**config.mk**
```make
export PLATFORM = sky130hd
export DESIGN_NAME = shift_xm_stage
export DESIGN_NICKNAME = d
export VERILOG_FILES = /design/src/rtl/shift_xm_stage.sv
export SDC_FILE = /design/constraint.sdc
export NUM_CORES = 1
export LEC_CHECK = 0
export ABC_AREA = 1
export ABC_CLOCK_PERIOD_IN_PS = 2700
export CAP_MARGIN = 20
export CELL_PAD_IN_SITES_DETAIL_PLACEMENT = 1
export CELL_PAD_IN_SITES_GLOBAL_PLACEMENT = 2
export CORE_AREA = 2 2 131 184
export DETAILED_ROUTE_END_ITERATION = 7
export DIE_AREA = 0 0 133 186
export PLACE_DENSITY_LB_ADDON = 0.15
export REMOVE_ABC_BUFFERS = 1
export SLEW_MARGIN = 0
export SYNTH_ARGS = -nofsm -noshare
export SYNTH_HDL_FRONTEND = slang
export SYNTH_SLANG_ARGS = --single-unit
export TNS_END_PERCENT = 50
```
**constraint.sdc**
```tcl
create_clock -name clock -period 2.7 [get_ports clock]
set_input_delay 0.27 -clock clock [delete_from_list [all_inputs] [get_ports clock]]
set_output_delay 0.27 -clock clock [all_outputs]
set_load 0.05 [all_outputs]
```
**src/rtl/shift_xm_stage.sv**
```systemverilog
// Shift execute stage: a combinational barrel shifter whose results are captured
// into a 2-entry skid FIFO so that upstream acceptance never depends on out_ready.
module shift_xm_stage #(
  parameter int TAG_W = 5
) (
  input  logic             clock,
  input  logic             reset_n,
  input  logic             in_valid,
  output logic             in_ready,
  input  logic [1:0]       in_op,
  input  logic [31:0]      in_data,
  input  logic [4:0]       in_shamt,
  input  logic [TAG_W-1:0] in_tag,
  input  logic             flush,
  output logic             out_valid,
  input  logic             out_ready,
  output logic [31:0]      out_data,
  output logic [TAG_W-1:0] out_tag,
  output logic             out_zero,
  output logic             busy
);

  typedef enum logic [1:0] {
    OP_SLL  = 2'b00,
    OP_SRL  = 2'b01,
    OP_SRA  = 2'b10,
    OP_PASS = 2'b11
  } shift_op_e;

  logic [1:0]                  count_q, count_d;
  logic                        wr_ptr_q, wr_ptr_d;
  logic                        rd_ptr_q, rd_ptr_d;
  logic [1:0][31:0]            data_q;
  logic [1:0][TAG_W-1:0]       tag_q;
  logic [1:0]                  zero_q;

  logic [31:0] shift_res;
  logic        push;
  logic        pop;

  always_comb begin
    shift_res = in_data;
    case (shift_op_e'(in_op))
      OP_SLL:  shift_res = in_data << in_shamt;
      OP_SRL:  shift_res = in_data >> in_shamt;
      OP_SRA:  shift_res = 32'($signed(in_data) >>> in_shamt);
      OP_PASS: shift_res = in_data;
      default: shift_res = in_data;
    endcase
  end

  // Ready comes from the registered count alone, keeping out_ready off the upstream path.
  assign in_ready  = (count_q != 2'd2);
  assign out_valid = (count_q != 2'd0);
  assign busy      = out_valid;

  assign push = in_valid && in_ready && !flush;
  assign pop  = out_valid && out_ready && !flush;

  always_comb begin
    count_d  = count_q;
    wr_ptr_d = wr_ptr_q;
    rd_ptr_d = rd_ptr_q;
    if (flush) begin
      count_d  = 2'd0;
      wr_ptr_d = 1'b0;
      rd_ptr_d = 1'b0;
    end else begin
      if (push) wr_ptr_d = ~wr_ptr_q;
      if (pop)  rd_ptr_d = ~rd_ptr_q;
      case ({push, pop})
        2'b10:   count_d = count_q + 2'd1;
        2'b01:   count_d = count_q - 2'd1;
        default: count_d = count_q;
      endcase
    end
  end

  always_ff @(posedge clock or negedge reset_n) begin
    if (!reset_n) begin
      count_q  <= 2'd0;
      wr_ptr_q <= 1'b0;
      rd_ptr_q <= 1'b0;
      data_q   <= '0;
      tag_q    <= '0;
      zero_q   <= '0;
    end else begin
      count_q  <= count_d;
      wr_ptr_q <= wr_ptr_d;
      rd_ptr_q <= rd_ptr_d;
      if (push) begin
        data_q[wr_ptr_q] <= shift_res;
        tag_q[wr_ptr_q]  <= in_tag;
        zero_q[wr_ptr_q] <= (shift_res == 32'd0);
      end
    end
  end

  assign out_data = data_q[rd_ptr_q];
  assign out_tag  = tag_q[rd_ptr_q];
  assign out_zero = zero_q[rd_ptr_q];

endmodule

```
==> Word-level counts from Yosys, hierarchy flattened <==
Cells that the tools add are included.
{ "word_totals": {"elab_cells": 58, "ff_bits": 80, "input_bits": 49, "out_inout_bits": 41} }
{ "op_classes": {"order_cmp": 3, "bitwise_logic": 2, "n_reduce_logical": 12, "eq_ne": 6, "shifts": 3, "n_addsub": 2, "n_mux": 22} }
{ "ops": {"columns": ["cell", "count"], "rows": [
  ["32-bit case mux with 4 select lines", 1],
  ["32-bit 2-to-1 mux", 3],
  ["64-bit bitwise mux", 1],
  ["32-bit demux with 1-bit select", 1],
  ["32-bit zero test", 1],
  ["32-bit by 5-bit << shifter with 32-bit output", 1],
  ["32-bit by 5-bit >> shifter with 32-bit output", 1],
  ["32-bit by 5-bit >>> shifter with 32-bit output", 1],
  ["5-bit 2-to-1 mux", 3],
  ["10-bit bitwise mux", 1],
  ["1-bit 2-to-1 mux", 7],
  ["2-bit == test (second input constant)", 3],
  ["2-bit nonzero test", 3],
  ["5-bit demux with 1-bit select", 1],
  ["1-bit logical AND", 5],
  ["2-bit by 1-bit == test with 1-bit output (second input constant)", 2],
  ["1-bit by 2-bit less-than comparator with 1-bit output (second input constant)", 2],
  ["2-bit case mux with 2 select lines", 1],
  ["3-bit nonzero test", 1],
  ["2-bit by 1-bit adder with 2-bit output (second input constant)", 1],
  ["2-bit bitwise mux", 1],
  ["2-bit zero test", 1],
  ["2-bit 2-to-1 mux", 1],
  ["2-bit inequality test (second input constant)", 1],
  ["5 further kinds", 6]
]} }

==> Logic depth before layout (Yosys ltp) <==
{ "depth": {"word_depth": 6, "ltp_mapped": 21, "mapped_depth_nobuf": 20} }

==> Worst setup path before layout <==
Ideal clock, no wire load.
{ "synth_timing": {"kind": "reg-to-output", "startpoint": "register rd_ptr_q", "endpoint": "output out_tag[2]", "required_ns": 2.430, "setup_slack_ns": 0.725, "stages_incl_launch_ff": 3, "path_buffers": 1, "arrival_ns": 1.705, "path_cell_list": "dfrtp_1 > clkbuf_1 > o21ai_0"} }
{ "synth_via": {"elab_chain_len": 2} }
{ "synth_lines": {"columns": ["item", "line_no", "rtl"], "rows": [
  ["start, declared", "32", "logic rd_ptr_q, rd_ptr_d;"],
  ["start signal, assigned", "90", "rd_ptr_q <= rd_ptr_d;"],
  ["5-bit 2-to-1 mux (not written as such) (2 in series)", "100", "assign out_tag = tag_q[rd_ptr_q];"],
  ["end, declared", "18", "output logic [TAG_W-1:0] out_tag,"]
]} }
Every way passes these cells. The select of a mux whose other input is x is not followed.

==> Final worst setup path <==
{ "layout_timing": {"startpoint": "register rd_ptr_q", "endpoint": "output out_data[9]"} }
{ "layout_via": {"elab_chain_len": 2} }
{ "layout_lines": {"columns": ["item", "line_no", "rtl"], "rows": [
  ["32-bit 2-to-1 mux (not written as such) (2 in series)", "99", "assign out_data = data_q[rd_ptr_q];"],
  ["end, declared", "17", "output logic [31:0] out_data,"]
]} }
Every way passes these cells. The select of a mux whose other input is x is not followed.

==> metrics.yaml <==
logic_synthesis:
  synth_top_cells_by_area: "dfrtp_1 27%, nand3_1 25%, nand2_1 24%"
  yosys_register_bits: 80
  yosysTopAreaCell: "dfrtp_1"
  synthCells: 1241
  seq_area_frac_synth_pct: 27.5
  synth.avg_cell_area_um2: 5.87
  ys_warn_count: 0
  syn-cell-area_um2: 7290
  synth_cell_types: 30
  synth_top_area_share_pct: 27.5
sta:
  tightest_slew_ns: 0.821
  final_max_slew_viol_count: 0
  skew_ns: 0.00583
  max-slew-margin-rel_pct: 45.3
  finalHoldViolations: 0
  fmax_mhz: 396
  setup_tns_ns: 0
  min_period_ns: 2.53
  setup_viol: 0
  fin_crit_sh_pct: 93.6
  rsz0062_at_grt: "false"
routing:
  vias_per_cell: 5.38
  drtIter0Drc: 408
  firstDrtPassIters: 6
  final_antenna_net_count: 0
  drc: 0
  routed_wl_um: 32400
  wl_per_cell_um: 19.2
  num_vias: 9047
floorplanning:
  die_area_um2: 24700
  die_y_um: 186
  initial_utilization_pct: 31.6
  io_pins: 90
  fp-row-count: 66
  core_um2: 23000
  fp.dieW_um: 133
cells_and_area:
  syn_to_final_growth_pct: 29.4
  utilization_pct: 40.9
  drive_gt1_share_pct: 13.5
  diodes: 0
  final_nets: 1421
setup_path:
  start_kind: "register"
  critPathBufInv: 2
  cp-end-kind: "output pin"
  r2r-start: "rd_ptr_q"
  ff2ff_path_depth: 3
  ff2ff_setup_slack_ns: 1.01
  path_depth: 4
  path_class: "register to output pin"
  worst-endpoint-arrival_ns: 2.26
  crit_end: "out_data[9]"
  cp_slowest_cell: "clkdlybuf4s50_1"
  crit_family: "buffers and inverters"
  cp_max_fo: 26
  slowest_delay_ns: 0.83
  crit_required_ns: 2.43
  timing.rr.end: "rd_ptr_q"
  path_cells: "buf_4, nand2_1, o21ai_0, clkdlybuf4s50_1"
  startpoint: "rd_ptr_q"
global_route:
  antenna_found_initial: 0
  grt_pass1_wl_um: 50600
  grt.overflow.total: 0
  grt_pass1_vias: 9285
  track_usage_pct: 26.4
  grt_max_degree: 60
cts:
  cts_made_buffers: 9
  cts_root_buf: "clkbuf_16"
  clk_latency_ns: 0.33
  clock-sinks: 80
  h-tree-depth: 3
  clk_pin_slew_worst_paths_ns: 0.06
  cts_tree: "done"
  cts_buffer_depth: 2
power:
  power.density_nw_per_um2: 733
  p_leak_uw: 0.00468
  peakVddDrop_v: 0.000509
min_path:
  hold_class: "register to register"
placed_design:
  gp_congestion: 0.915
  port_buffers: 89
  dpl.hpwl_um: 25400
status:
  outcome: "finished clean"
job:
  max_cap_viol_count: 0
## cell usage in the layout, fill, tap and decap left out, types with 12 or more instances in the layout
| cell | Yosys | routed |
|---|---|---|
| nand3_2 | 11 | 12 |
| nand2_1 | 465 | 465 |
| inv_1 | 50 | 49 |
| dfrtp_1 | 80 | 79 |
| o21ai_0 | 85 | 85 |
| clkdlybuf4s50_1 | 0 | 65 |
| buf_12 | 1 | 15 |
| a21oi_1 | 21 | 21 |
| nor2_1 | 41 | 38 |
| buf_4 | 9 | 116 |
| nand3_1 | 362 | 361 |
## cell type report
| class | instances | area (um^2) |
|---|---|---|
| inverter | 53 | 204 |
| timing repair buffer | 202 | 1870 |
| tap | 306 | 383 |
| multi-input combinational | 1026 | 4680 |
| clock buffer | 10 | 229 |
| clock inverter | 5 | 58.8 |
| sequential | 80 | 2000 |
| fill | 3079 | 13600 |
## power breakdown
part / internal [uW] / switching, uW / leakage [uW]
Combinational: 1230 / 2540 / 0.00352
Clock: 711 / 467 / 0.000135
Sequential: 1700 / 262 / 0.00103
## how the worst min path moves through the flow
stage | start | to | depth (start not counted)
2_1_floorplan | reset_n | count_q[0] | 0
3_3_place_gp | reset_n | count_q[1] | 1
3_5_place_dp | reset_n | count_q[1] | 1
4_1_cts | tag_q[5] | tag_q[5] | 2
5_1_grt | data_q[27] | data_q[27] | 2
6_report | tag_q[6] | tag_q[6] | 2
## synth_stat cells
| master | count |
|---|---|
| a21boi_0 | 1 |
| a21oi_1 | 21 |
| a21oi_2 | 1 |
| a311oi_1 | 1 |
| a31oi_1 | 1 |
| a41oi_1 | 1 |
| buf_1 | 8 |
| buf_12 | 1 |
| buf_2 | 21 |
| buf_4 | 9 |
| buf_6 | 4 |
| clkbuf_1 | 39 |
| clkinv_1 | 1 |
| dfrtp_1 | 80 |
| inv_1 | 50 |
| inv_2 | 1 |
| inv_4 | 1 |
| nand2_1 | 465 |
| nand2_4 | 9 |
| nand3_1 | 362 |
| nand3_2 | 11 |
| nand3b_1 | 5 |
| nand4_1 | 10 |
| nor2_1 | 41 |
| nor2_2 | 7 |
| nor3_1 | 1 |
| nor3_2 | 1 |
| o21ai_0 | 85 |
| o21ai_1 | 2 |
| xor2_1 | 1 |
## worst reg2reg max path, delay by kind of cell (launching register included)
| kind | cells | cell delay (ns) |
|---|---|---|
| AOI/OAI and AO/OA | 2 | 0.35 |
| DFF | 1 | 0.70 |
| buffers and inverters | 1 | 0.48 |
## per-stage QoR
| stage | setup slack (ns) | instance area [um^2] | total power [uW] | hold WS (ns) | instances |
|---|---|---|---|---|---|
| floorplan | -0.650 | 6870 | 4270 | -0.0256 | 1159 |
| global placement | -0.183 | 9120 | 5700 | 0.309 | 1666 |
| detailed placement | -0.233 | 9120 | 5770 | 0.303 | 1666 |
| CTS | 0.113 | 9420 | 6990 | 0.473 | 1682 |
| global route | 0.0361 | 9430 | 7390 | 0.504 | 1682 |
| finish | 0.173 | 9430 | 6910 | 0.469 | 1682 |
## timing repair
action | CTS | global route
buffers inserted | 0 | 0
resized for setup | 0 | 4
endpoints found under the hold margin | 42 | 0
endpoints found under the setup margin | 0 | 2
hold buffers | 1 | 0
## routing by layer
metal	vias up	track usage [%]	share of wire, %
met2	196	50.2	54
met3	58	1.58	2.1
li1	4397	-	-
met5	-	0	0
met1	4396	30.7	41
met4	0	10.5	3.6
## cells by family after synthesis
| family | share of synthesized area [%] |
|---|---|
| compound gates | 7.97 |
| xor+xnor | 0.120 |
| buf+inv | 8.45 |
| flops | 27.5 |
| simple gates | 56.0 |
## sequential cells by signal, summed over array words and instances (netlist names)
name      flops
tag_q        10
zero_q        2
count_q       2
data_q       64
rd_ptr_q      1
wr_ptr_q      1
Power figures use the tool's default switching activity.
